[src/rtl/spi_master_byte.sv]
// spi_master_byte: byte-oriented SPI mode-0 master.
// SCK is derived from clk by integer division; each byte (or each burst of
// bytes) is framed by active-low SSEL. All outputs come straight from flops.
//
// Optional feature macro: SPI_MASTER_BURST_EN
//   defined   - a byte offered on the final falling-edge cycle is accepted and
//               shifted back-to-back with SSEL held low.
//   undefined - every byte is framed individually (SETUP, SHIFT, HOLD, GAP).
//
// State table:
//   IDLE  | waiting for a byte, tx_ready high, SSEL high
//   SETUP | SSEL low, MOSI = bit7, waiting CS_SETUP cycles before first rise
//   SHIFT | SCK toggling every CLK_DIV cycles, 8 high phases per byte
//   HOLD  | SCK low, SSEL still low for CLK_DIV cycles after the final fall
//   GAP   | SSEL high, CS_GAP cycles before the next byte can be accepted
module spi_master_byte #(
    parameter int CLK_DIV  = 4,
    parameter int CS_SETUP = 4,
    parameter int CS_GAP   = 4
) (
    input  logic       clk,
    input  logic       rst_n,
    input  logic [7:0] tx_data,
    input  logic       tx_valid,
    output logic       tx_ready,
    output logic [7:0] rx_data,
    output logic       rx_valid,
    output logic       busy,
    output logic       SCK,
    output logic       MOSI,
    input  logic       MISO,
    output logic       SSEL
);

`ifdef SPI_MASTER_BURST_EN
    localparam logic BURST_EN = 1'b1;
`else
    localparam logic BURST_EN = 1'b0;
`endif

    localparam int DIV_W    = (CLK_DIV > 2) ? $clog2(CLK_DIV) : 1;
    localparam int WAIT_MAX = (CS_SETUP > CS_GAP) ? CS_SETUP : CS_GAP;
    localparam int WAIT_W   = (WAIT_MAX > 2) ? $clog2(WAIT_MAX) : 1;

    // A half-period spans DIV_LAST..0; after the final fall the falling-edge
    // cycle itself already counts as one low cycle, hence DIV_PRE.
    localparam logic [DIV_W-1:0]  DIV_LAST   = DIV_W'(CLK_DIV - 1);
    localparam logic [DIV_W-1:0]  DIV_PRE    = DIV_W'(CLK_DIV - 2);
    localparam logic [WAIT_W-1:0] SETUP_LAST = WAIT_W'(CS_SETUP - 1);
    localparam logic [WAIT_W-1:0] GAP_LAST   = WAIT_W'(CS_GAP - 1);

    typedef enum logic [2:0] {
        ST_IDLE  = 3'd0,
        ST_SETUP = 3'd1,
        ST_SHIFT = 3'd2,
        ST_HOLD  = 3'd3,
        ST_GAP   = 3'd4
    } state_t;

    state_t             state_q, state_d;
    logic [DIV_W-1:0]   div_q, div_d;
    logic [WAIT_W-1:0]  wait_q, wait_d;
    logic [2:0]         bit_q, bit_d;
    logic               last_q, last_d;
    logic [7:0]         tx_sh_q, tx_sh_d;
    logic [7:0]         rx_sh_q, rx_sh_d;
    logic [7:0]         rx_data_q, rx_data_d;
    logic               rx_valid_q, rx_valid_d;
    logic               sck_q, sck_d;
    logic               ssel_q, ssel_d;
    logic               tx_ready_q, tx_ready_d;
    logic               busy_q, busy_d;

    // State and datapath registers; reset aborts any byte in flight.
    always_ff @(posedge clk or negedge rst_n) begin
        if (!rst_n) begin
            state_q    <= ST_IDLE;
            div_q      <= '0;
            wait_q     <= '0;
            bit_q      <= 3'd0;
            last_q     <= 1'b0;
            tx_sh_q    <= 8'h00;
            rx_sh_q    <= 8'h00;
            rx_data_q  <= 8'h00;
            rx_valid_q <= 1'b0;
            sck_q      <= 1'b0;
            ssel_q     <= 1'b1;
            tx_ready_q <= 1'b0;
            busy_q     <= 1'b0;
        end else begin
            state_q    <= state_d;
            div_q      <= div_d;
            wait_q     <= wait_d;
            bit_q      <= bit_d;
            last_q     <= last_d;
            tx_sh_q    <= tx_sh_d;
            rx_sh_q    <= rx_sh_d;
            rx_data_q  <= rx_data_d;
            rx_valid_q <= rx_valid_d;
            sck_q      <= sck_d;
            ssel_q     <= ssel_d;
            tx_ready_q <= tx_ready_d;
            busy_q     <= busy_d;
        end
    end

    // Next-state and next-output logic for the framing/shift sequencer.
    always_comb begin
        state_d    = state_q;
        div_d      = div_q;
        wait_d     = wait_q;
        bit_d      = bit_q;
        last_d     = 1'b0;
        tx_sh_d    = tx_sh_q;
        rx_sh_d    = rx_sh_q;
        rx_data_d  = rx_data_q;
        rx_valid_d = 1'b0;
        sck_d      = sck_q;
        ssel_d     = ssel_q;
        tx_ready_d = 1'b0;

        case (state_q)
            ST_IDLE: begin
                ssel_d = 1'b1;
                sck_d  = 1'b0;
                if (tx_valid && tx_ready_q) begin
                    tx_sh_d = tx_data;
                    ssel_d  = 1'b0;
                    wait_d  = SETUP_LAST;
                    state_d = ST_SETUP;
                end else begin
                    tx_ready_d = 1'b1;
                end
            end

            ST_SETUP: begin
                if (wait_q == '0) begin
                    sck_d   = 1'b1;
                    rx_sh_d = {rx_sh_q[6:0], MISO};
                    div_d   = DIV_LAST;
                    bit_d   = 3'd0;
                    state_d = ST_SHIFT;
                end else begin
                    wait_d = wait_q - 1'b1;
                end
            end

            ST_SHIFT: begin
                if (last_q) begin
                    // Cycle right after the 8th fall: chain or close the frame.
                    div_d = DIV_PRE;
                    if (BURST_EN && tx_valid && tx_ready_q) begin
                        tx_sh_d = tx_data;
                        bit_d   = 3'd0;
                    end else begin
                        state_d = ST_HOLD;
                    end
                end else if (div_q == '0) begin
                    div_d = DIV_LAST;
                    if (sck_q) begin
                        sck_d   = 1'b0;
                        tx_sh_d = {tx_sh_q[6:0], 1'b0};
                        if (bit_q == 3'd7) begin
                            rx_data_d  = rx_sh_q;
                            rx_valid_d = 1'b1;
                            last_d     = 1'b1;
                            tx_ready_d = BURST_EN;
                        end else begin
                            bit_d = bit_q + 3'd1;
                        end
                    end else begin
                        sck_d   = 1'b1;
                        rx_sh_d = {rx_sh_q[6:0], MISO};
                    end
                end else begin
                    div_d = div_q - 1'b1;
                end
            end

            ST_HOLD: begin
                sck_d = 1'b0;
                if (div_q == '0) begin
                    ssel_d  = 1'b1;
                    wait_d  = GAP_LAST;
                    state_d = ST_GAP;
                end else begin
                    div_d = div_q - 1'b1;
                end
            end

            ST_GAP: begin
                if (wait_q == '0) begin
                    state_d    = ST_IDLE;
                    tx_ready_d = 1'b1;
                end else begin
                    wait_d = wait_q - 1'b1;
                end
            end

            default: begin
                state_d = ST_IDLE;
                ssel_d  = 1'b1;
                sck_d   = 1'b0;
            end
        endcase

        busy_d = (state_d != ST_IDLE);
    end

    assign tx_ready = tx_ready_q;
    assign rx_data  = rx_data_q;
    assign rx_valid = rx_valid_q;
    assign busy     = busy_q;
    assign SCK      = sck_q;
    assign MOSI     = tx_sh_q[7];
    assign SSEL     = ssel_q;

endmodule
[config.mk]
export PLATFORM = sky130hd
export DESIGN_NAME = spi_master_byte
export DESIGN_NICKNAME = d
export VERILOG_FILES = /design/src/rtl/spi_master_byte.sv
export SDC_FILE = /design/constraint.sdc
export NUM_CORES = 1
export LEC_CHECK = 0
export BUFFER_PORTS_ARGS = -buffer_cell sky130_fd_sc_hd__buf_2
export CORE_MARGIN = 5
export CORE_UTILIZATION = 33
export DETAILED_ROUTE_END_ITERATION = 7
export SYNTH_ARGS = -nofsm -noshare
export SYNTH_HDL_FRONTEND = slang
export SYNTH_SLANG_ARGS = --single-unit
[constraint.sdc]
create_clock -name clk -period 2.7 [get_ports clk]
set_clock_uncertainty 0.2 [all_clocks]
set_input_delay 0.405 -clock clk [delete_from_list [all_inputs] [get_ports clk]]
set_output_delay 0.405 -clock clk [all_outputs]
set_load 0.005 [all_outputs]
==> flow_metrics.tcl, run 1 <==
set metrics [dict create \
    cts_tree "yes" \
    first_global_vias 1347 \
    synthDominantAreaCellType "sky130_fd_sc_hd__dfrtp_1" \
    grt_start_max_net_pins 40 \
    worstSetupEndpointType "flop" \
    place.gp.congestion 0.771 \
    cts-buffers-inserted 5 \
    finalSetupTns_ns 0 \
    fp.dieW_um 84.9 \
    power.density_mw_per_mm2 914 \
    synth.cells.most_frequent "38 x sky130_fd_sc_hd__dfrtp_1, 17 x sky130_fd_sc_hd__mux2_2, 14 x sky130_fd_sc_hd__nor2_1" \
    placeable_area_sq_mm 0.00547 \
    worstSetupStartpoint "wait_q[0]$_DFFE_PN0P_" \
    post_synth_design_cell_area_sq_mm 0.00185 \
    path_max_fanout 8 \
    syn_warnings 0 \
    totalWireLength_mm 3.38 \
    synth-seq-cells 39 \
    report.final.slew_viol_count 0 \
    grt.total_usage_pct 10.6 \
    synth.avg_cell_area_sq_um 11.6 \
    synth_edf_count 0 \
    hold_crit_class "in -> async" \
    cts_resized 0 \
    synth_largest_type_area_fraction_pct 51.4 \
    placed_cells 251 \
    run_status "completed" \
    finalHoldWorstSlack_ns 0.0215 \
    number_of_antenna_violations_at_the_first_check_in_global_routing 0 \
    detailedPlacementHpwl_mm 2.31 \
    grt_first_pass_wirelength_mm 6.24 \
    synth-seq-area-share_pct 52.8 \
    clkSinkCount 39 \
    cp-start-kind "flop" \
    regToRegSetupSlack_ns 0.62 \
    primary_flip_flop_cell_chosen_by_synthesis_mapping "sky130_fd_sc_hd__dfrtp_1" \
    report.final.setup_viol 0 \
    synthArstFlopShare_pct 100 \
    critical_path_required_ns 2.67 \
    final_routed_drc_violation_total 0 \
    upper_clock_frequency_limit_ghz 0.480 \
    grt_setup_unrepaired "no" \
    cts-htree-levels 2 \
    grt_overflow 0 \
    placementRows 27 \
    synth_most_common_cell "sky130_fd_sc_hd__dfrtp_1" \
    final_core_util_pct 38.7 \
    drt_first_pass_iters 6 \
    type_of_the_setup_path_with_the_least_slack "reg -> reg" \
    antenna-diode-count 0 \
    finalHoldViolations 0 \
    max_slew_margin_pct 44.0 \
    clkLatencyLatePin_ns 0.28 \
    design_power_total_mw 1.94 \
    irDropWorstVdd_mv 0.390 \
    power_leakage_nw 1.06 \
    post_drt_wl_per_cell_um 13.1 \
    die_h_um 84.9 \
    drive_gt1_share_pct 30.5 \
    max-clock-path-buffers 2 \
    area.growth.synth_to_final_pct 14.5 \
    fin_crit_sh_pct 77.1 \
    io_pins 26 \
    cap_viol_max_count 0 \
    yosys.cell_types.count 34 \
    post-cts-setup-buffers 0 \
    cp.arrival_ns 2.05 \
    port_buffers 25 \
    dr.first_iter.drc_count 45 \
    pin_slew_with_the_least_headroom_to_its_limit_ns 0.840 \
    die_area_sq_mm 0.00720 \
    initial_core_util_pct 33.8 \
    num_vias 1250 \
    synth_top_cells_by_area "sky130_fd_sc_hd__dfrtp_1 51%, sky130_fd_sc_hd__mux2_2 10%, sky130_fd_sc_hd__mux2i_1 5.4%" \
    layoutNonFillerInstCount 259 \
    post-route-min-period_ns 2.08 \
    final_layout_net_count 202 \
    postSynthNetCount 175 \
    postCtsHoldBufs 0 \
    vias_per_cell 4.83 \
    clk_pin_slew_worst_setup_hold_paths_ns 0.07 \
    syn-instance-count 159 \
    reg2reg_from "wait_q[0]$_DFFE_PN0P_" \
    drt.antenna.violating_nets 0 \
    ctsRootBufferMaster "sky130_fd_sc_hd__clkbuf_8" \
]
cell families (layout without fill, tap and decap cells):
group / count (synthesis) / after routing / synth area share (%)
buf+inv: 13 / 41 / 3.52
compound gates: 29 / 29 / 10.3
fa+ha+maj: 4 / 4 / 2.71
mux: 27 / 27 / 15.8
simple gates: 45 / 45 / 13.9
xor+xnor: 2 / 2 / 0.947
flops: 39 / 39 / 52.8
area by class of cell:
| cell class | count | area (sq um) |
|---|---|---|
| well taps | 72 | 90.1 |
| inverters | 6 | 22.5 |
| clock buffers | 7 | 76.3 |
| fillers | 565 | 3350 |
| clock inverters | 1 | 5.00 |
| repair buffers | 27 | 140 |
| flip-flops and latches | 39 | 977 |
| multi-input cells | 107 | 807 |
stage by stage:
| stage | instance area (sq um) | worst slack (ns) |
|---|---|---|
| after floorplan | 1850 | 0.837 |
| after global placement | 2040 | 0.683 |
| after detailed placement | 2040 | 0.603 |
| after CTS | 2120 | 0.586 |
| after global routing | 2120 | 0.510 |
| final | 2120 | 0.618 |
worst max-delay path, stage by stage, from the launching register on:
cell and delay [ns]:
sky130_fd_sc_hd__dfrtp_1 0.33, sky130_fd_sc_hd__inv_1 0.06, sky130_fd_sc_hd__ha_1 0.27, sky130_fd_sc_hd__nor2b_2 0.20, sky130_fd_sc_hd__nand3b_1 0.19, sky130_fd_sc_hd__a21boi_4 0.35, sky130_fd_sc_hd__mux2_2 0.38
placed cells by master, fill, tap and decap left out, types with 5 or more instances in the layout:
master / Yosys / final
sky130_fd_sc_hd__dfrtp_1: 38 / 38
sky130_fd_sc_hd__buf_2: 4 / 25
sky130_fd_sc_hd__mux2_2: 17 / 17
sky130_fd_sc_hd__nor2_1: 14 / 14
sky130_fd_sc_hd__a21oi_1: 11 / 11
sky130_fd_sc_hd__nand2_1: 11 / 11
sky130_fd_sc_hd__mux2i_1: 10 / 10
sky130_fd_sc_hd__inv_1: 6 / 6
sky130_fd_sc_hd__o21ai_0: 6 / 6
sky130_fd_sc_hd__clkbuf_8: 0 / 5
metal layers:
| metal | track usage (%) | part of all wire [%] |
|---|---|---|
| met5 | 0 | 0 |
| met2 | 16.7 | 47 |
| met3 | 2.91 | 4.1 |
| met1 | 13.8 | 48 |
| met4 | 4.32 | 0.92 |
sequential cells by signal, indices dropped and copies added, names as in the netlist:
signal,count
rx_data,8
rx_sh_q,8
tx_sh_q,8
bit_q,3
state_q,3
div_q,2
wait_q,2
SCK,1
SSEL,1
busy,1
rx_valid,1
tx_ready,1
worst paths after layout:
| kind | endpoint | cells after the start |
|---|---|---|
| hold / removal | rx_data[0]$_DFFE_PN0P_ | 1 |
| setup / recovery | rx_sh_q[4]$_DFFE_PN0P_ | 6 |
| setup reg to reg | rx_sh_q[4]$_DFFE_PN0P_ | 6 |
| max in group asynchronous | rx_data[3]$_DFFE_PN0P_ | 1 |
| hold reg to reg | rx_data[5]$_DFFE_PN0P_ | 1 |
| min in group clk | rx_sh_q[0]$_DFFE_PN0P_ | 2 |
power breakdown:
group / internal, mW / leakage (nW) / switching, mW
clock: 0.181 / 0.0422 / 0.193
sequential: 0.770 / 0.489 / 0.179
combinational: 0.318 / 0.532 / 0.293
Power figures use the tool's default switching activity.
==> run 2, diff against run 1 <==
- clock period: 2.7 -> 2 ns (I/O delays scaled with it)
==> flow_metrics.tcl, run 2 (synthesized netlist as in run 1, its figures left out) <==
set metrics [dict create \
    power_leakage_nw 1.11 \
    report.final.slew_viol_count 0 \
    clkLatencyLatePin_ns 0.29 \
    cp.arrival_ns 1.88 \
    final_layout_net_count 212 \
    dr.first_iter.drc_count 73 \
    clkSinkCount 39 \
    worstSetupEndpointType "flop" \
    port_buffers 25 \
    vias_per_cell 4.72 \
    finalSetupTns_ns 0 \
    layout.cells.most_common "sky130_fd_sc_hd__dfrtp_1" \
    place.gp.congestion 0.751 \
    num_vias 1269 \
    max-clock-path-buffers 2 \
    antenna-diode-count 0 \
    first_global_vias 1243 \
    report.final.setup_viol 0 \
    grt_overflow 0 \
    layout.cells.most_common_list "38 x sky130_fd_sc_hd__dfrtp_1, 25 x sky130_fd_sc_hd__buf_2, 17 x sky130_fd_sc_hd__mux2_2" \
    path_max_fanout 8 \
    totalWireLength_mm 3.33 \
    initial_core_util_pct 33.8 \
    placed_area_sq_mm 0.00210 \
    number_of_antenna_violations_at_the_first_check_in_global_routing 0 \
    type_of_the_setup_path_with_the_least_slack "reg -> reg" \
    drive_gt1_share_pct 34.0 \
    die_h_um 84.9 \
    drt_first_pass_iters 4 \
    critical_path_required_ns 1.98 \
    power.density_mw_per_mm2 1230 \
    sequentialPowerShare_pct 45.0 \
    cts-htree-levels 2 \
    area.growth.synth_to_final_pct 18.9 \
    io_pins 26 \
    combPwrFrac_pct 35.7 \
    design_area_sq_mm 0.00220 \
    detailedPlacementHpwl_mm 2.35 \
    ctsRootBufferMaster "sky130_fd_sc_hd__clkbuf_8" \
    num-fill-cells 562 \
    run_status "completed" \
    power_internal_mw 1.78 \
    placeable_area_sq_mm 0.00547 \
    post_drt_wl_per_cell_um 12.4 \
    pin_slew_with_the_least_headroom_to_its_limit_ns 0.478 \
    post-route-min-period_ns 1.90 \
    finalHoldViolations 0 \
    layout.area.seq_sq_um 977 \
    die_area_sq_mm 0.00720 \
    grt.total_usage_pct 10.1 \
    cts_tree "yes" \
    grt_setup_unrepaired "no" \
    irDropWorstVdd_mv 0.420 \
    placementRows 27 \
    final_routed_drc_violation_total 0 \
    switching_share_pct 34.1 \
    max_slew_margin_pct 68.1 \
    cap_viol_max_count 0 \
    grt_start_max_net_pins 40 \
    upper_clock_frequency_limit_ghz 0.526 \
    multiInputGateArea_sq_um 807 \
    cp-start-kind "flop" \
    clock_power_share_pct 19.2 \
    fp.dieW_um 84.9 \
    clk_pin_slew_worst_setup_hold_paths_ns 0.08 \
    grt_first_pass_wirelength_mm 5.88 \
    switching_power_total_mw 0.923 \
    cts_resized 0 \
    drt.antenna.violating_nets 0 \
    hold_crit_class "in -> reg" \
    fin_crit_sh_pct 95.1 \
    cts-buffers-inserted 5 \
]
[run 2: per-layer routing]
metal	global-route usage [%]	wire length (um)
met1	13.9	1610
met2	14.7	1520
met3	2.91	148
met4	4.75	53
met5	0	0
[run 2: metrics by stage]
step | power (mW) | instances | utilization, % | setup slack [ns] | hold WS [ns]
CTS | 2.75 | 268 | 40.1 | 0.0339 | 0.0286
floorplan | 1.91 | 159 | - | 0.137 | -0.196
finish | 2.70 | 269 | 40.2 | 0.0981 | 0.0413
global route | 2.94 | 269 | 40.2 | 0.00253 | 0.0273
global placement | 2.19 | 259 | 38.3 | 0.0935 | 0.188
detailed placement | 2.21 | 259 | 38.3 | 0.0471 | 0.185
[run 2: area by class of cell]
type / count / share of cell area, %
Clock buffer: 6 / 3.30
Multi-Input combinational cell: 107 / 36.7
Sequential cell: 39 / 44.4
Inverter: 6 / 1.02
Clock inverter: 2 / 0.569
Timing Repair Buffer: 37 / 9.90
Tap cell: 72 / 4.10
[run 2: final timing paths]
path / endpoint / depth (start not counted) / startpoint / slack, ns
min in group asynchronous: rx_data[0]$_DFFE_PN0P_ / 3 / rst_n / 0.37
max: rx_sh_q[6]$_DFFE_PN0P_ / 6 / wait_q[0]$_DFFE_PN0P_ / 0.1
max in group asynchronous: SSEL$_DFFE_PN1P_ / 3 / rst_n / 0.87
min reg2reg: bit_q[0]$_DFFE_PN0P_ / 1 / bit_q[0]$_DFFE_PN0P_ / 0.30
max reg2reg: rx_sh_q[6]$_DFFE_PN0P_ / 6 / wait_q[0]$_DFFE_PN0P_ / 0.1
min: rx_sh_q[0]$_DFFE_PN0P_ / 2 / MISO / 0.04
[run 2: power by group through the flow]
stage	Combinational, mW	Sequential (mW)	Clock [mW]
floorplan	0.737	1.18	0
global placement	0.960	1.23	0
detailed placement	0.975	1.23	0
CTS	0.982	1.22	0.546
global route	1.11	1.26	0.575
finish	0.967	1.22	0.520
[run 2: critical path, stage by stage, from the launching register on]
cell                       delay, ns
sky130_fd_sc_hd__dfrtp_1        0.33
sky130_fd_sc_hd__inv_1          0.06
sky130_fd_sc_hd__ha_1           0.20
sky130_fd_sc_hd__nor2b_2        0.17
sky130_fd_sc_hd__nand3b_1       0.14
sky130_fd_sc_hd__a21boi_4       0.33
sky130_fd_sc_hd__mux2_2         0.37
[run 2: what timing repair did]
action | 4_1_cts | 5_1_grt
endpoints found under the hold margin | 38 | 0
setup buffers | 0 | 1
hold buffers | 1 | 0
setup endpoints to repair | 0 | 8
